==> src/rtl/mvm_loader_pkg.sv <==
// Shared types and helpers for the MVM stream loader.
// Optional checksum frame byte is enabled by defining LOADER_CHECKSUM_EN.
package mvm_loader_pkg;

    typedef enum logic [2:0] {
        S_IDLE   = 3'd0,
        S_LOAD_X = 3'd1,
        S_LOAD_A = 3'd2,
        S_CHECK  = 3'd3,
        S_START  = 3'd4,
        S_WAIT   = 3'd5,
        S_DRAIN  = 3'd6
    } state_t;

    localparam int CHK_W = 8;

    // Ceiling log2, never narrower than one bit so address ports stay legal.
    function automatic int clog2(input int v);
        int r;
        r = 0;
        for (int i = 0; i < 31; i++) begin
            if ((1 << i) < v) r = i + 1;
        end
        return (r < 1) ? 1 : r;
    endfunction

endpackage

==> src/rtl/mvm_stream_loader_if.sv <==
// X/A block-RAM write port bundle driven by the stream loader.
// Widths follow DATA_W and MAX_N; LOADER_CHECKSUM_EN has no effect here.
interface mvm_stream_loader_if
    import mvm_loader_pkg::*;
#(
    parameter int DATA_W = 32,
    parameter int MAX_N  = 64
);

    localparam int X_ADDR_W = clog2(MAX_N);
    localparam int A_ADDR_W = clog2(MAX_N * MAX_N);

    logic                X_Ena_out;
    logic                X_Wena_out;
    logic [DATA_W-1:0]   X_Dina_out;
    logic [X_ADDR_W-1:0] X_Addra_out;
    logic                A_Ena_out;
    logic                A_Wena_out;
    logic [DATA_W-1:0]   A_Dina_out;
    logic [A_ADDR_W-1:0] A_Addra_out;

    modport master (
        output X_Ena_out, X_Wena_out, X_Dina_out, X_Addra_out,
        output A_Ena_out, A_Wena_out, A_Dina_out, A_Addra_out
    );

    modport slave (
        input X_Ena_out, X_Wena_out, X_Dina_out, X_Addra_out,
        input A_Ena_out, A_Wena_out, A_Dina_out, A_Addra_out
    );

endinterface

==> src/rtl/byte_packer.sv <==
// Little-endian byte-to-word packer with a one-cycle word_valid strobe.
// Unaffected by LOADER_CHECKSUM_EN.
module byte_packer #(
    parameter int DATA_W = 32
) (
    input  logic              clk,
    input  logic              rst,
    input  logic              clr,
    input  logic [7:0]        byte_in,
    input  logic              valid_in,
    output logic              last_out,
    output logic [DATA_W-1:0] word_out,
    output logic              word_valid_out
);

    localparam int BPW = DATA_W / 8;
    localparam int CW  = (BPW > 1) ? $clog2(BPW) : 1;

    logic [CW-1:0]     cnt_q, cnt_d;
    logic [DATA_W-1:0] acc_q, acc_d;
    logic [DATA_W-1:0] word_q, word_d;
    logic              wv_q, wv_d;
    logic              last;

    // Byte lane insertion and word completion.
    always_comb begin
        cnt_d  = cnt_q;
        acc_d  = acc_q;
        word_d = word_q;
        wv_d   = 1'b0;
        last   = valid_in && !clr && (cnt_q == CW'(BPW - 1));
        if (clr) begin
            cnt_d = '0;
            acc_d = '0;
        end else if (valid_in) begin
            for (int k = 0; k < BPW; k++) begin
                if (cnt_q == CW'(k)) acc_d[8*k +: 8] = byte_in;
            end
            if (last) begin
                cnt_d  = '0;
                word_d = acc_d;
                wv_d   = 1'b1;
            end else begin
                cnt_d = cnt_q + 1'b1;
            end
        end
    end

    // Packer state registers.
    always_ff @(posedge clk) begin
        if (rst) begin
            cnt_q  <= '0;
            acc_q  <= '0;
            word_q <= '0;
            wv_q   <= 1'b0;
        end else begin
            cnt_q  <= cnt_d;
            acc_q  <= acc_d;
            word_q <= word_d;
            wv_q   <= wv_d;
        end
    end

    assign last_out       = last;
    assign word_out       = word_q;
    assign word_valid_out = wv_q;

endmodule

==> src/rtl/mvm_stream_loader.sv <==
// Framed UART stream parser loading X and A RAMs, then starting the MVM core.
// Define LOADER_CHECKSUM_EN to require a trailing XOR checksum byte.
module mvm_stream_loader
    import mvm_loader_pkg::*;
#(
    parameter int DATA_W     = 32,
    parameter int MAX_N      = 64,
    parameter int GAP_CYCLES = 1024
) (
    input  logic       clk,
    input  logic       RST,
    input  logic [7:0] Rx_Byte_in,
    input  logic       Rx_DV_in,
    input  logic       Done_in,
    mvm_stream_loader_if.master ram,
    output logic [7:0] N_out,
    output logic       N_valid_out,
    output logic       Load_out,
    output logic       Start_out,
    output logic       Busy_out,
    output logic       Err_out,
    output logic       Overrun_out
);

    localparam int X_ADDR_W = clog2(MAX_N);
    localparam int A_ADDR_W = clog2(MAX_N * MAX_N);

    state_t              state_q, state_d;
    logic [7:0]          n_q, n_d;
    logic                nv_q, nv_d;
    logic                err_q, err_d;
    logic [15:0]         nn_q, nn_d;
    logic [7:0]          x_idx_q, x_idx_d;
    logic [15:0]         a_idx_q, a_idx_d;
    logic                tgt_x_q, tgt_x_d;
    logic [X_ADDR_W-1:0] x_addr_q, x_addr_d;
    logic [A_ADDR_W-1:0] a_addr_q, a_addr_d;
    logic                start_q, start_d;
    logic                ovr_q, ovr_d;
    logic [31:0]         gap_q, gap_d;
`ifdef LOADER_CHECKSUM_EN
    logic [CHK_W-1:0]    chk_q, chk_d;
`endif

    logic              pk_clr;
    logic              pk_vld;
    logic              pk_last;
    logic [DATA_W-1:0] pk_word;
    logic              pk_wv;

    byte_packer #(.DATA_W(DATA_W)) u_packer (
        .clk            (clk),
        .rst            (RST),
        .clr            (pk_clr),
        .byte_in        (Rx_Byte_in),
        .valid_in       (pk_vld),
        .last_out       (pk_last),
        .word_out       (pk_word),
        .word_valid_out (pk_wv)
    );

    // State and datapath registers.
    always_ff @(posedge clk) begin
        if (RST) begin
            state_q  <= S_IDLE;
            n_q      <= '0;
            nv_q     <= 1'b0;
            err_q    <= 1'b0;
            nn_q     <= '0;
            x_idx_q  <= '0;
            a_idx_q  <= '0;
            tgt_x_q  <= 1'b0;
            x_addr_q <= '0;
            a_addr_q <= '0;
            start_q  <= 1'b0;
            ovr_q    <= 1'b0;
            gap_q    <= '0;
`ifdef LOADER_CHECKSUM_EN
            chk_q    <= '0;
`endif
        end else begin
            state_q  <= state_d;
            n_q      <= n_d;
            nv_q     <= nv_d;
            err_q    <= err_d;
            nn_q     <= nn_d;
            x_idx_q  <= x_idx_d;
            a_idx_q  <= a_idx_d;
            tgt_x_q  <= tgt_x_d;
            x_addr_q <= x_addr_d;
            a_addr_q <= a_addr_d;
            start_q  <= start_d;
            ovr_q    <= ovr_d;
            gap_q    <= gap_d;
`ifdef LOADER_CHECKSUM_EN
            chk_q    <= chk_d;
`endif
        end
    end

    // Frame parsing: next state, counters and word address capture.
    always_comb begin
        state_d  = state_q;
        n_d      = n_q;
        nv_d     = nv_q;
        err_d    = err_q;
        nn_d     = nn_q;
        x_idx_d  = x_idx_q;
        a_idx_d  = a_idx_q;
        tgt_x_d  = tgt_x_q;
        x_addr_d = x_addr_q;
        a_addr_d = a_addr_q;
        start_d  = 1'b0;
        ovr_d    = 1'b0;
        gap_d    = gap_q;
        pk_clr   = 1'b0;
        pk_vld   = 1'b0;
`ifdef LOADER_CHECKSUM_EN
        chk_d    = chk_q;
`endif
        unique case (state_q)
            S_IDLE: begin
                if (Rx_DV_in) begin
                    if (Rx_Byte_in != 8'd0 && 32'(Rx_Byte_in) <= 32'(MAX_N)) begin
                        n_d     = Rx_Byte_in;
                        nv_d    = 1'b1;
                        err_d   = 1'b0;
                        nn_d    = {8'd0, Rx_Byte_in} * {8'd0, Rx_Byte_in};
                        x_idx_d = '0;
                        a_idx_d = '0;
                        pk_clr  = 1'b1;
                        state_d = S_LOAD_X;
`ifdef LOADER_CHECKSUM_EN
                        chk_d   = Rx_Byte_in;
`endif
                    end else begin
                        err_d   = 1'b1;
                        nv_d    = 1'b0;
                        gap_d   = '0;
                        state_d = S_DRAIN;
                    end
                end
            end
            S_LOAD_X: begin
                pk_vld = Rx_DV_in;
`ifdef LOADER_CHECKSUM_EN
                if (Rx_DV_in) chk_d = chk_q ^ Rx_Byte_in;
`endif
                if (pk_last) begin
                    tgt_x_d  = 1'b1;
                    x_addr_d = x_idx_q[X_ADDR_W-1:0];
                    if (x_idx_q == n_q - 8'd1) state_d = S_LOAD_A;
                    else x_idx_d = x_idx_q + 8'd1;
                end
            end
            S_LOAD_A: begin
                pk_vld = Rx_DV_in;
`ifdef LOADER_CHECKSUM_EN
                if (Rx_DV_in) chk_d = chk_q ^ Rx_Byte_in;
`endif
                if (pk_last) begin
                    tgt_x_d  = 1'b0;
                    a_addr_d = a_idx_q[A_ADDR_W-1:0];
                    if (a_idx_q == nn_q - 16'd1) begin
`ifdef LOADER_CHECKSUM_EN
                        state_d = S_CHECK;
`else
                        state_d = S_START;
`endif
                    end else begin
                        a_idx_d = a_idx_q + 16'd1;
                    end
                end
            end
`ifdef LOADER_CHECKSUM_EN
            S_CHECK: begin
                if (Rx_DV_in) begin
                    if (Rx_Byte_in == chk_q) begin
                        state_d = S_START;
                    end else begin
                        err_d   = 1'b1;
                        state_d = S_IDLE;
                    end
                end
            end
`endif
            S_START: begin
                start_d = 1'b1;
                ovr_d   = Rx_DV_in;
                state_d = S_WAIT;
            end
            S_WAIT: begin
                ovr_d = Rx_DV_in;
                if (Done_in) state_d = S_IDLE;
            end
            S_DRAIN: begin
                if (Rx_DV_in) gap_d = '0;
                else if (gap_q == 32'(GAP_CYCLES - 1)) state_d = S_IDLE;
                else gap_d = gap_q + 32'd1;
            end
            default: state_d = S_IDLE;
        endcase
    end

    // Output decode: RAM strobes follow the packer's registered word.
    always_comb begin
        ram.X_Ena_out   = pk_wv && tgt_x_q;
        ram.X_Wena_out  = pk_wv && tgt_x_q;
        ram.X_Dina_out  = pk_word;
        ram.X_Addra_out = x_addr_q;
        ram.A_Ena_out   = pk_wv && !tgt_x_q;
        ram.A_Wena_out  = pk_wv && !tgt_x_q;
        ram.A_Dina_out  = pk_word;
        ram.A_Addra_out = a_addr_q;
        N_out           = n_q;
        N_valid_out     = nv_q;
        Load_out        = (state_q == S_LOAD_X) || (state_q == S_LOAD_A);
        Start_out       = start_q;
        Busy_out        = (state_q != S_IDLE);
        Err_out         = err_q;
        Overrun_out     = ovr_q;
    end

endmodule

==> src/flat_wrapper.sv <==
// flat-port wrapper written by rule: the top's interface ports become plain ports
module mvm_stream_loader_flat import mvm_loader_pkg::*;
#(
    parameter int DATA_W     = 32,
    parameter int MAX_N      = 64,
    parameter int GAP_CYCLES = 1024
)
  (clk, RST, Rx_Byte_in, Rx_DV_in, Done_in, N_out, N_valid_out, Load_out, Start_out, Busy_out, Err_out, Overrun_out, ram_X_Ena_out, ram_X_Wena_out, ram_X_Dina_out, ram_X_Addra_out, ram_A_Ena_out, ram_A_Wena_out, ram_A_Dina_out, ram_A_Addra_out);
  mvm_stream_loader_if #(.DATA_W(DATA_W), .MAX_N(MAX_N)) ram_i ();
  input  logic clk;
  input  logic RST;
  input  logic [7:0] Rx_Byte_in;
  input  logic Rx_DV_in;
  input  logic Done_in;
  output logic [7:0] N_out;
  output logic N_valid_out;
  output logic Load_out;
  output logic Start_out;
  output logic Busy_out;
  output logic Err_out;
  output logic Overrun_out;
  output wire logic [$bits(ram_i.X_Ena_out)-1:0] ram_X_Ena_out;
  output wire logic [$bits(ram_i.X_Wena_out)-1:0] ram_X_Wena_out;
  output wire logic [$bits(ram_i.X_Dina_out)-1:0] ram_X_Dina_out;
  output wire logic [$bits(ram_i.X_Addra_out)-1:0] ram_X_Addra_out;
  output wire logic [$bits(ram_i.A_Ena_out)-1:0] ram_A_Ena_out;
  output wire logic [$bits(ram_i.A_Wena_out)-1:0] ram_A_Wena_out;
  output wire logic [$bits(ram_i.A_Dina_out)-1:0] ram_A_Dina_out;
  output wire logic [$bits(ram_i.A_Addra_out)-1:0] ram_A_Addra_out;
  assign ram_X_Ena_out = ram_i.X_Ena_out;
  assign ram_X_Wena_out = ram_i.X_Wena_out;
  assign ram_X_Dina_out = ram_i.X_Dina_out;
  assign ram_X_Addra_out = ram_i.X_Addra_out;
  assign ram_A_Ena_out = ram_i.A_Ena_out;
  assign ram_A_Wena_out = ram_i.A_Wena_out;
  assign ram_A_Dina_out = ram_i.A_Dina_out;
  assign ram_A_Addra_out = ram_i.A_Addra_out;
  mvm_stream_loader #(.DATA_W(DATA_W), .MAX_N(MAX_N), .GAP_CYCLES(GAP_CYCLES)) u_core (.clk(clk), .RST(RST), .Rx_Byte_in(Rx_Byte_in), .Rx_DV_in(Rx_DV_in), .Done_in(Done_in), .ram(ram_i), .N_out(N_out), .N_valid_out(N_valid_out), .Load_out(Load_out), .Start_out(Start_out), .Busy_out(Busy_out), .Err_out(Err_out), .Overrun_out(Overrun_out));
endmodule
==> config.mk <==
export PLATFORM = sky130hd
export DESIGN_NAME = mvm_stream_loader_flat
export DESIGN_NICKNAME = d
export VERILOG_FILES = /design/src/rtl/mvm_loader_pkg.sv /design/src/rtl/mvm_stream_loader_if.sv /design/src/rtl/byte_packer.sv /design/src/rtl/mvm_stream_loader.sv /design/src/flat_wrapper.sv
export SDC_FILE = /design/constraint.sdc
export NUM_CORES = 1
export LEC_CHECK = 0
export ABC_AREA = 1
export CAP_MARGIN = 20
export CELL_PAD_IN_SITES_DETAIL_PLACEMENT = 1
export CELL_PAD_IN_SITES_GLOBAL_PLACEMENT = 1
export CORE_MARGIN = 5
export CORE_UTILIZATION = 32
export CTS_CLUSTER_DIAMETER = 60
export DETAILED_ROUTE_END_ITERATION = 10
export GPL_TIMING_DRIVEN = 0
export HOLD_SLACK_MARGIN = 0.12
export PLACE_DENSITY = 0.72
export SYNTH_ARGS = -nofsm -noshare
export SYNTH_HDL_FRONTEND = slang
export SYNTH_SLANG_ARGS = --single-unit
==> constraint.sdc <==
create_clock -name clk -period 12.2 [get_ports clk]
set_input_delay 3.05 -clock clk [delete_from_list [all_inputs] [get_ports clk]]
set_output_delay 3.05 -clock clk [all_outputs]
set_load 0.005 [all_outputs]
==> metrics.md <==
| Metric | Value |
|---|---|
| FP Rows | `67` |
| Initial antenna violation count | `0` |
| Max Cap Viol | `0` |
| Worst vdd ir | `0.104 mV` |
| CORE AREA | `33400 µm²` |
| Synth warnings | `0` |
| DRC | `0` |
| Hold Buf Count CTS | `0` |
| Routed wire per std cell | `16.6 µm` |
| PostCTS Resize Cnt | `0` |
| I/O pins | `112` |
| Synth Cell Area | `10800 µm²` |
| Share of post-route cells with drive strength above 1 | `0.108` |
| Setup Crit Path Kind | `in2reg` |
| Gpl congestion | `0.899` |
| Clk pwr share | `0.281` |
| Count of final hold-check violations | `0` |
| Post-synth EDFFs | `0` |
| Design area | `13000 µm²` |
| # port buffers | `104` |
| Post-CTS Setup Bufs | `0` |
| # clock sinks | `171` |
| Layout Cells excl Fill | `2150` |
| # setup viols final | `0` |
| Detailed placement HPWL | `27400 µm` |
| Post-Route WL | `35700 µm` |
| Dpl cell area | `12400 µm²` |
| CTS Root Cell | `clkbuf_16` |
| Mean area per synthesized cell | `6.90 µm²` |
| Synthesized flop and latch total | `171` |
| CTS Buf Count | `17` |
| Max Fclk | `0.129 GHz` |
| Final Max Slew Viols | `0` |
| Leakage | `5.26 nW` |
| Via density | `4.95` |
| Inst Count DP | `2118` |
| Largest net degree at the start of global routing | `17` |
| Die ar. | `37500 µm²` |
| Global-route wire length before repair | `58700 µm` |
| Clk pin slew, worst setup/hold paths | `0.07 ns` |
| GRT Util Overall | `0.189` |
| Layout area overhead | `20.4%` |
| Ys async rst share | `0` |
| Fin crit period | `7.77 ns` |
| Status | `finished, final reports clean` |
| Initial Utilization | `0.323` |
| Fin util | `0.389` |
| Setup_tns | `0 ns` |
| Final period utilization | `0.637` |
| Sw Ratio | `0.419` |
| Overall Power | `2.04 mW` |
| Worst setup skew after layout | `0.00978 ns` |
| CP endpoint kind | `register` |
| H-tree depth | `4` |
| Final ANT Viol Nets | `0` |
| Nets | `1764` |
| Worst hold slack | `0.460 ns` |
| DP Worst Slack | `3.88 ns` |
| R2R setup slack | `9.56 ns` |
| Die height | `194 µm` |
| Longest Clk Path Bufs | `2` |
| Hold WC Path Type | `reg2reg` |
| CP max FO | `9` |
| Unrepaired setup endpoints after global routing | `no` |
| Grt ovf | `0` |
| Startpoint class of the critical path | `input pin` |
| Iteration count of the initial detailed-routing pass | `4` |
| Sw power | `0.855 mW` |
| Synth Flop Type | `dfxtp_1` |
| Worst slew pin tran | `0.763 ns` |
| Via count | `10.6k` |
| Distinct cells, synth | `52` |
| DRT iter0 DRCs | `459` |
| Power density cells | `157 nW/µm²` |
| Slew HR | `0.491` |
| Combinational share of power | `0.393` |
| Die X | `194 µm` |
| Seq/Total Area, Yosys | `0.317` |
| Part of the power in registers | `0.326` |
| Worst skew pair latency | `0.46 ns` |
| Leading cell type in the layout, fill and taps excluded | `nand2_1` |
| Required time of the critical path | `12.54 ns` |
| Critical path arrival | `8.11 ns` |
| Commonest cells after routing, fill and taps aside | `356 x nand2_1, 171 x dfxtp_1, 161 x inv_1, 136 x nand3_1, 120 x nor2_1` |
| CTS tree | `yes` |
| Worst setup margin | `4.43 ns` |
| Int Pwr | `1.18 mW` |
| Mapped Cells | `1565` |
| Vias in the first global route | `11.3k` |
| # diodes | `0` |
==> power by group through the flow <==
stage	clock (mW)	combinational, mW	sequential (mW)
2_1_floorplan	0	0.590	0.658
3_3_place_gp	0	0.783	0.676
3_5_place_dp	0	0.803	0.677
4_1_cts	0.584	0.808	0.664
5_1_grt	0.602	0.908	0.671
6_report	0.572	0.801	0.665
==> cells in the mapped netlist (5+ instances only) <==
library cell / n / share of area
or2_2: 44 / 0.026
nand4_1: 25 / 0.014
o21ai_0: 100 / 0.046
fa_1: 25 / 0.046
clkbuf_1: 47 / 0.016
o22ai_1: 5 / 0.0029
nand2_1: 356 / 0.12
buf_4: 37 / 0.026
buf_2: 17 / 0.0079
inv_1: 161 / 0.056
a21oi_1: 108 / 0.050
nand3_1: 136 / 0.063
inv_2: 6 / 0.0021
xnor2_1: 18 / 0.015
nor4_1: 8 / 0.0046
xor2_1: 33 / 0.027
ha_1: 38 / 0.044
nor2_2: 27 / 0.016
dfxtp_1: 171 / 0.32
nor2_1: 120 / 0.042
nor3_1: 32 / 0.015
==> worst paths after layout <==
check,start,depth (start not counted),end
worst min register to register,u_core.u_packer.acc_q[20],2,u_core.u_packer.acc_q[20]
worst max-delay path,Rx_Byte_in[3],19,u_core.nn_q[13]
worst min-delay path,u_core.u_packer.acc_q[20],2,u_core.u_packer.acc_q[20]
worst max register to register,u_core.nn_q[0],16,u_core.a_idx_q[7]
==> registers in the layout (all words and copies together) (netlist names), 2 cells and up <==
register                  flops
u_core.N_out                  7
u_core.a_idx_q               16
u_core.gap_q                 32
u_core.nn_q                  15
u_core.ram.A_Addra_out       12
u_core.ram.X_Addra_out        6
u_core.state_q                3
u_core.u_packer.acc_q        32
u_core.u_packer.cnt_q         2
u_core.u_packer.word_out     32
u_core.x_idx_q                8
==> layout make-up <==
type                    count  area, µm²
plain buffers             104        569
clock buffers              20        467
clock inverters            12        133
fillers                  4240      20500
inverters                 172        651
multi-input cells        1119       6150
flip-flops and latches    171       3420
well taps                 448        561
repair buffers            104       1040
==> critical path, cell delays in order <==
cell	delay [ns]
clkdlybuf4s50_1	0.48
clkbuf_1	0.40
inv_1	0.38
ha_1	0.41
xor2_1	0.17
ha_1	0.28
inv_1	0.05
fa_1	0.51
fa_1	0.55
inv_1	0.04
ha_1	0.31
inv_1	0.07
o21bai_1	0.28
a21oi_1	0.16
o21ai_0	0.33
a21boi_0	0.18
or2_2	0.31
nand3_1	0.07
o21ai_0	0.08
==> per-layer routing <==
layer / routed length [µm] / vias to the layer above / global-route usage
met1: 16600 / 5197 / 0.242
met4: 619 / 0 / 0.0527
met5: 0 / - / 0
li1: - / 5245 / -
met3: 1030 / 36 / 0.0302
met2: 17500 / 163 / 0.331
==> cells by family after synthesis <==
kind of cell,share of synthesized area
and+or+nand+nor,0.324
buffers and inverters,0.113
AOI/OAI and AO/OA,0.114
DFF,0.317
adders and majority gates,0.0904
xor gates and xnor gates,0.0414
other,0.000347
Power figures use the tool's default switching activity.
